### src/rtl/serial_subtractor_if.sv
// Operand/result handshake bundle for the bit-serial subtractor.
// The producer/consumer side uses master; the subtractor uses slave.
interface serial_subtractor_if #(
  parameter int WIDTH = 8
);
  logic             in_valid;
  logic             in_ready;
  logic [WIDTH-1:0] a;
  logic [WIDTH-1:0] b;
  logic             out_valid;
  logic             out_ready;
  logic [WIDTH-1:0] diff;
  logic             borrow;
  logic             ovf;

  modport master (
    output in_valid, a, b, out_ready,
    input  in_ready, out_valid, diff, borrow, ovf
  );

  modport slave (
    input  in_valid, a, b, out_ready,
    output in_ready, out_valid, diff, borrow, ovf
  );
endinterface

### src/rtl/serial_subtractor.sv
// Bit-serial two's-complement subtractor: diff = a - b, LSB first, one bit
// per clock with a single registered borrow. Valid/ready on both sides.
//
// state | meaning
// IDLE  | waiting for operands, in_ready = 1
// SHIFT | one difference bit per edge, WIDTH edges
// DONE  | result held until out_ready
module serial_subtractor #(
  parameter int WIDTH = 8
) (
  input  logic                clk,
  input  logic                rst_n,
  serial_subtractor_if.slave  bus
);
  localparam int CW = $clog2(WIDTH);
  localparam logic [CW-1:0] LAST = CW'(WIDTH - 1);

  typedef enum logic [1:0] {IDLE, SHIFT, DONE} state_t;

  state_t           r_state;
  logic [WIDTH-1:0] r_a_sh;
  logic [WIDTH-1:0] r_b_sh;
  // Holds the WIDTH-1 most recent difference bits; the LSB drops out on the final shift.
  logic [WIDTH-2:0] r_res_sh;
  logic             r_bor;
  logic [CW-1:0]    r_cnt;
  logic             r_a_msb;
  logic             r_b_msb;
  logic [WIDTH-1:0] r_diff;
  logic             r_borrow;
  logic             r_ovf;
  logic             r_out_valid;

  logic             w_d;
  logic             w_bor_nxt;
  logic [WIDTH-1:0] w_res_nxt;

  assign w_d       = r_a_sh[0] ^ r_b_sh[0] ^ r_bor;
  assign w_bor_nxt = (~r_a_sh[0] & r_b_sh[0]) | (~(r_a_sh[0] ^ r_b_sh[0]) & r_bor);
  assign w_res_nxt = {w_d, r_res_sh};

  assign bus.in_ready  = (r_state == IDLE);
  assign bus.out_valid = r_out_valid;
  assign bus.diff      = r_diff;
  assign bus.borrow    = r_borrow;
  assign bus.ovf       = r_ovf;

  always_ff @(posedge clk or negedge rst_n) begin
    if (!rst_n) begin
      r_state     <= IDLE;
      r_a_sh      <= '0;
      r_b_sh      <= '0;
      r_res_sh    <= '0;
      r_bor       <= 1'b0;
      r_cnt       <= '0;
      r_a_msb     <= 1'b0;
      r_b_msb     <= 1'b0;
      r_diff      <= '0;
      r_borrow    <= 1'b0;
      r_ovf       <= 1'b0;
      r_out_valid <= 1'b0;
    end else begin
      case (r_state)
        IDLE: begin
          if (bus.in_valid) begin
            r_a_sh   <= bus.a;
            r_b_sh   <= bus.b;
            r_a_msb  <= bus.a[WIDTH-1];
            r_b_msb  <= bus.b[WIDTH-1];
            r_bor    <= 1'b0;
            r_cnt    <= '0;
            r_res_sh <= '0;
            r_state  <= SHIFT;
          end
        end
        SHIFT: begin
          r_bor    <= w_bor_nxt;
          r_res_sh <= w_res_nxt[WIDTH-1:1];
          r_a_sh   <= {1'b0, r_a_sh[WIDTH-1:1]};
          r_b_sh   <= {1'b0, r_b_sh[WIDTH-1:1]};
          r_cnt    <= r_cnt + 1'b1;
          if (r_cnt == LAST) begin
            r_diff      <= w_res_nxt;
            r_borrow    <= w_bor_nxt;
            r_ovf       <= (r_a_msb != r_b_msb) && (w_d != r_a_msb);
            r_out_valid <= 1'b1;
            r_state     <= DONE;
          end
        end
        DONE: begin
          if (bus.out_ready) begin
            r_out_valid <= 1'b0;
            r_state     <= IDLE;
          end
        end
        default: r_state <= IDLE;
      endcase
    end
  end
endmodule

### src/flat_wrapper.sv
// flat-port wrapper written by rule: the top's interface ports become plain ports
module serial_subtractor_flat 
#(
  parameter int WIDTH = 8
)
  (clk, rst_n, bus_in_valid, bus_a, bus_b, bus_out_ready, bus_in_ready, bus_out_valid, bus_diff, bus_borrow, bus_ovf);
  serial_subtractor_if #(.WIDTH(WIDTH)) bus_i ();
  input  logic clk;
  input  logic rst_n;
  input wire logic [$bits(bus_i.in_valid)-1:0] bus_in_valid;
  input wire logic [$bits(bus_i.a)-1:0] bus_a;
  input wire logic [$bits(bus_i.b)-1:0] bus_b;
  input wire logic [$bits(bus_i.out_ready)-1:0] bus_out_ready;
  output wire logic [$bits(bus_i.in_ready)-1:0] bus_in_ready;
  output wire logic [$bits(bus_i.out_valid)-1:0] bus_out_valid;
  output wire logic [$bits(bus_i.diff)-1:0] bus_diff;
  output wire logic [$bits(bus_i.borrow)-1:0] bus_borrow;
  output wire logic [$bits(bus_i.ovf)-1:0] bus_ovf;
  assign bus_i.in_valid = bus_in_valid;
  assign bus_i.a = bus_a;
  assign bus_i.b = bus_b;
  assign bus_i.out_ready = bus_out_ready;
  assign bus_in_ready = bus_i.in_ready;
  assign bus_out_valid = bus_i.out_valid;
  assign bus_diff = bus_i.diff;
  assign bus_borrow = bus_i.borrow;
  assign bus_ovf = bus_i.ovf;
  serial_subtractor #(.WIDTH(WIDTH)) u_core (.clk(clk), .rst_n(rst_n), .bus(bus_i));
endmodule
### config.mk
export PLATFORM = sky130hd
export DESIGN_NAME = serial_subtractor_flat
export DESIGN_NICKNAME = d
export VERILOG_FILES = /design/src/rtl/serial_subtractor_if.sv /design/src/rtl/serial_subtractor.sv /design/src/flat_wrapper.sv
export SDC_FILE = /design/constraint.sdc
export NUM_CORES = 1
export LEC_CHECK = 0
export ABC_CLOCK_PERIOD_IN_PS = 1810
export CORE_UTILIZATION = 46
export DETAILED_ROUTE_END_ITERATION = 12
export GPL_TIMING_DRIVEN = 0
export PLACE_DENSITY = 0.76
export SLEW_MARGIN = 20
export SYNTH_ARGS = -nofsm -noshare
export SYNTH_HDL_FRONTEND = slang
export SYNTH_SLANG_ARGS = --single-unit
### constraint.sdc
create_clock -name clk -period 1.81 [get_ports clk]
set_clock_uncertainty 0.15 [all_clocks]
set_input_delay 0.2715 -clock clk [delete_from_list [all_inputs] [get_ports clk]]
set_output_delay 0.2715 -clock clk [all_outputs]
set_load 0.01 [all_outputs]
Word-level counts from Yosys, hierarchy flattened
Index checks and enable logic that the tools add are counted.

Output and inout bits: 12. Bits of input ports: 20. Register bits after elaboration: 42. Logic and storage cells: 54.

Mux-type cells: 17. Add/sub/neg operators: 1. Bitwise logic cells: 7. Equal/unequal tests: 8. Reduce and logical (&&, ||, !) cells: 9.

Operators by type and width (number): 8-bit case mux with 2 select lines (2); 8-bit 2-to-1 mux (2); 7-bit case mux with 2 select lines (1); 7-bit 2-to-1 mux (1); 2-bit 2-to-1 mux (3); 2-bit case mux with 3 select lines (1); 3-bit case mux with 2 select lines (1); 2-bit AND reduction (3); 3-bit AND reduction (2); 2-bit != test (second input constant) (2); 1-bit case mux with 2 select lines (2); 2-bit nonzero test (2); 3-bit by 1-bit adder with 3-bit output (second input constant) (1); 3-bit equality test (second input constant) (1); 1-bit 2-to-1 mux (3); 3-bit 2-to-1 mux (1); 1-bit bitwise AND (2); 2-bit by 1-bit equality test with 1-bit output (second input constant) (1); 2-bit equality test (second input constant) (1); 2-bit logical NOT (1); 1-bit != test (2); 2-bit by 1-bit != test with 1-bit output (second input constant) (1); 1-bit inverter (2); 1-bit XOR (2); other kinds (2) (2).

Longest topological paths before layout
Word-level depth: 5. Depth in mapped cells: 6. Gate-level depth less buffers: 5.

Worst setup path before layout
No wires, ideal clock.

Path kind: flip-flop to flip-flop. Start point: register u_core.r_cnt[0]. End point: register u_core.r_diff[3], in the netlist u_core.bus.diff[3]. Required time: 1.532 ns. Arrival: 1.436 ns. Clock period less this slack: 1.713 ns. Path slack: 0.097 ns. Library setup time: 0.128 ns. Cell stages (with the launch flop): 6. Buffers on the path: 1. Cell sequence: dfrtp_1 -> ha_1 -> ha_1 -> nand3b_1 -> buf_2 -> mux2_1.

Word-level cells in the longest chain between the ends: 2.

RTL lines: start, declared (line serial_subtractor.sv:26) `logic [CW-1:0] r_cnt;`; start signal, assigned (line serial_subtractor.sv:81) `r_cnt <= r_cnt + 1'b1;`; 3-bit equality test (line serial_subtractor.sv:82) `if (r_cnt == LAST) begin`; 2-bit AND reduction (no line); end signal, assigned (line serial_subtractor.sv:83) `r_diff <= w_res_nxt;`; end, declared (line serial_subtractor.sv:29) `logic [WIDTH-1:0] r_diff;`.

No other way between the ends. A chain may end at the register's enable or synchronous reset.

Worst setup path after layout
Start point: register u_core.r_state[0]. End point: output bus_in_ready.

Word-level cells in the longest chain between the ends: 1.

RTL lines: start, declared (line serial_subtractor.sv:20) `state_t r_state;`; start signal, assigned (line serial_subtractor.sv:50) `r_state <= IDLE;`; start signal, assigned (line serial_subtractor.sv:73) `r_state <= SHIFT;`; start signal, assigned (line serial_subtractor.sv:87) `r_state <= DONE;`; 2-bit logical NOT (line serial_subtractor.sv:42) `assign bus.in_ready = (r_state == IDLE);`; end, declared (line flat_wrapper.sv:14) `output wire logic [$bits(bus_i.in_ready)-1:0] bus_in_ready;`.

No other way between the ends.

==> metrics.md <==
| Metric | Value |
|---|---|
| Post-DP HPWL | `2540 um` |
| Placed Instance Area | `around 0.0021 mm^2` |
| Synth top area share | `~60%` |
| Prevailing post-synth register cell | `dfrtp_1` |
| CTS tree | `yes` |
| Syn_area_per_cell | `approximately 12 um^2` |
| Largest net degree at the start of global routing | `28` |
| Routed wire length | `around 3400 um` |
| R2R depth | `5` |
| Peak VDD IR | `roughly 0.86 mV` |
| GRT Overall Usage | `between 10% and 20%` |
| Synth-to-Final Area Change | `31.3%` |
| Cts bufs inserted | `5` |
| Synth cell count leaders | `dfrtp_1 (42), nand2_1 (16), o21ai_0 (16)` |
| Grt ovf | `0` |
| Worst-path fanout max | `19` |
| Synth cell types | `24` |
| Layout cell share with drive strength beyond 1 | `13.1%` |
| Final setup violation count | `0` |
| Element type at the critical path end | `output pin` |
| Post-layout util | `63.2%` |
| Cell area after synthesis | `about 0.0018 mm^2` |
| Filler cells | `slightly below 300` |
| Final worst path period need | `~1700 ps` |
| Syn nets | `around 170` |
| Worst min path class | `primary input to async pin` |
| Critical path type | `flip-flop to output pin` |
| Yosys Warn Count | `0` |
| CTS sink count | `42` |
| H-tree depth | `2` |
| Hold Fails Final Rpt | `0` |
| Ant. Diodes | `0` |
| Port buffer count | `31` |
| First-pass GRT wire length | `about 6000 um` |
| DIE HEIGHT | `63.9 um` |
| Ranking of synthesized cells by area | `dfrtp_1 (60%), a22oi_1 (6.0%), a22o_1 (5.5%), o21ai_0 (4.5%), nand2_1 (3.4%)` |
| Number of global-route vias before repair | `approximately 1300` |
| Number of vias per cell | `between 5 and 6` |
| Worst EP arrival | `1320 ps` |
| Post-synthesis register bit count | `between 40 and 50` |
| EDFF count, synth | `0` |
| Clk Latency, worst-skew pair | `about 290 ps` |
| Lkg Pwr | `between 1 and 1.5 nW` |
| Max Fclk | `between 0.5 and 0.6 GHz` |
| GPL Wtd Cong | `a little under 0.8` |
| CORE AREA | `around 0.0037 mm^2` |
| Ys async rst share | `100%` |
| CTS clk-pin slew, worst paths | `80 ps` |
| Final instance area | `~0.0023 mm^2` |
| Worst-margin pin slew | `just over 400 ps` |
| Residual DRC count | `0` |
| Via count | `1281` |
| Startpoint types | `flip-flop` |
| CTS Buffer Depth | `2` |
| Clk root buf | `clkbuf_8` |
| Number of cell rows | `22` |
| Pins Over Slew Limit | `0` |
| Max-cap violations | `0` |
| Cell taking the most area after synthesis | `dfrtp_1` |
| RSZ-0062 raised after global routing | `no` |
| DRT antenna net count | `0` |
| Cell count after synthesis | `150` |
| Slew HR | `72.8%` |
| Most common cell in the synthesized netlist | `dfrtp_1` |
| Die width | `between 60 and 70 um` |
| Initial antenna violation count | `0` |
| Starting density of the core | `between 40 and 50%` |
| DRT iter0 DRCs | `53` |
| First-pass DRT Iterations | `5` |
| I/O pin count | `32` |
| WP data required | `1390 ps` |
| Wire per inst | `approximately 14 um` |
| Seq/Total Area, Yosys | `between 50% and 60%` |
| Tcrit/Tclk final | `about 96%` |
| Pwr/cell area | `approximately 1600 mW/mm^2` |
| Final net count | `between 200 and 250` |
| DIE AREA | `between 0.004 and 0.005 mm^2` |
| Status | `finished, final reports clean` |
## final cells by class
| class | instances | area [um^2] | area share (%) |
|---|---|---|---|
| Timing Repair Buffer | 35 | 349 | 15.1 |
| Clock inverter | 2 | 60.1 | 2.60 |
| Multi-Input combinational cell | 95 | 649 | 28.1 |
| Inverter | 4 | 15.0 | 0.649 |
| Sequential cell | 42 | 1050 | 45.4 |
| Buffer | 7 | 46.3 | 2.00 |
| Clock buffer | 6 | 82.6 | 3.57 |
| Tap cell | 48 | 60.1 | 2.60 |
## per-stage QoR
stage | TNS (ps) | setup slack, ps | power [W] | hold slack [ps] | cells
final | 0 | 67.1 | 0.00379 | 282 | 239
after CTS | 0 | 46.4 | 0.00382 | 282 | 239
after detailed placement | -2160 | -123 | 0.00291 | 70.3 | 230
after global placement | -28750 | -649 | 0.00283 | 313 | 229
after floorplan | 0 | 96.7 | 0.00238 | -174 | 150
after global routing | 0 | 1.01 | 0.00406 | 317 | 239
## path summary, 6_finish.rpt
check                                                   start                          endpoint  slack [ps]
worst max-delay path            u_core.r_state[0]$_DFFE_PN0P_                      bus_in_ready          70
worst min-delay path                                    rst_n  u_core.bus.out_valid$_DFFE_PN0P_         280
worst max register to register    u_core.r_cnt[0]$_DFFE_PN0P_    u_core.bus.diff[5]$_DFFE_PN0P_          80
worst min register to register       u_core.r_bor$_DFFE_PN0P_          u_core.r_bor$_DFFE_PN0P_         340
max in group asynchronous                               rst_n       u_core.r_cnt[0]$_DFFE_PN0P_         760
min in group clk                     u_core.r_bor$_DFFE_PN0P_          u_core.r_bor$_DFFE_PN0P_         340
## flip-flops by register name (all words and copies together), names as in the netlist
| name | flops |
|---|---|
| u_core.r_res_sh | 7 |
| u_core.r_b_sh | 8 |
| u_core.r_b_msb | 1 |
| u_core.r_a_sh | 8 |
| u_core.r_a_msb | 1 |
| u_core.bus.diff | 8 |
| u_core.r_cnt | 3 |
| u_core.bus.ovf | 1 |
| u_core.r_state | 2 |
| u_core.bus.borrow | 1 |
| u_core.bus.out_valid | 1 |
| u_core.r_bor | 1 |
## cells by family after synthesis
logic type,count (synthesis),share of synthesized area [%]
AO/OA/AOI/OAI,53,19.9
multiplexers,10,6.39
AND/OR/NAND/NOR,29,8.03
flip-flops,42,59.7
buffers and inverters,13,3.48
adder cells (fa/ha/maj),3,2.56
## metal layers
metal  GRT usage (%)  vias up  share of wire [%]
li1                -      615                  -
met1            25.1      627                 46
met2            31.8       32                 48
met3            5.54        7                4.8
met4            6.82        0                1.5
met5               0        -                  0
## critical path, stage by stage, from the launching register on
cell and delay, ps:
dfrtp_1 400, clkbuf_4 230, nor2_1 120, dlygate4sd2_1 270
## power breakdown
group / switching, W / internal [W] / total, W
clock network: 0.000311 / 0.000588 / 0.000899
registers: 0.000235 / 0.00133 / 0.00156
logic: 0.000626 / 0.000703 / 0.00133
## cell usage in the layout, fill, tap and decap left out, types with 4 or more instances in the layout
| master | instances |
|---|---|
| o21ai_0 | 16 |
| nor2b_1 | 6 |
| dfrtp_1 | 42 |
| a22o_1 | 11 |
| a22oi_1 | 14 |
| mux2_2 | 5 |
| clkdlybuf4s50_1 | 29 |
| mux2_1 | 5 |
| buf_2 | 5 |
| inv_1 | 4 |
| clkbuf_8 | 6 |
| a21oi_1 | 7 |
| nand2_1 | 16 |
## timing repair
action | CTS | global route
endpoints found under the setup margin | 6 | 1
hold buffers | 1 | 0
endpoints found under the hold margin | 15 | 0
pin swaps | 1 | 0
setup buffers | 2 | 0
resized for setup | 3 | 1
Note: power is estimated with default switching activity, not from simulation.
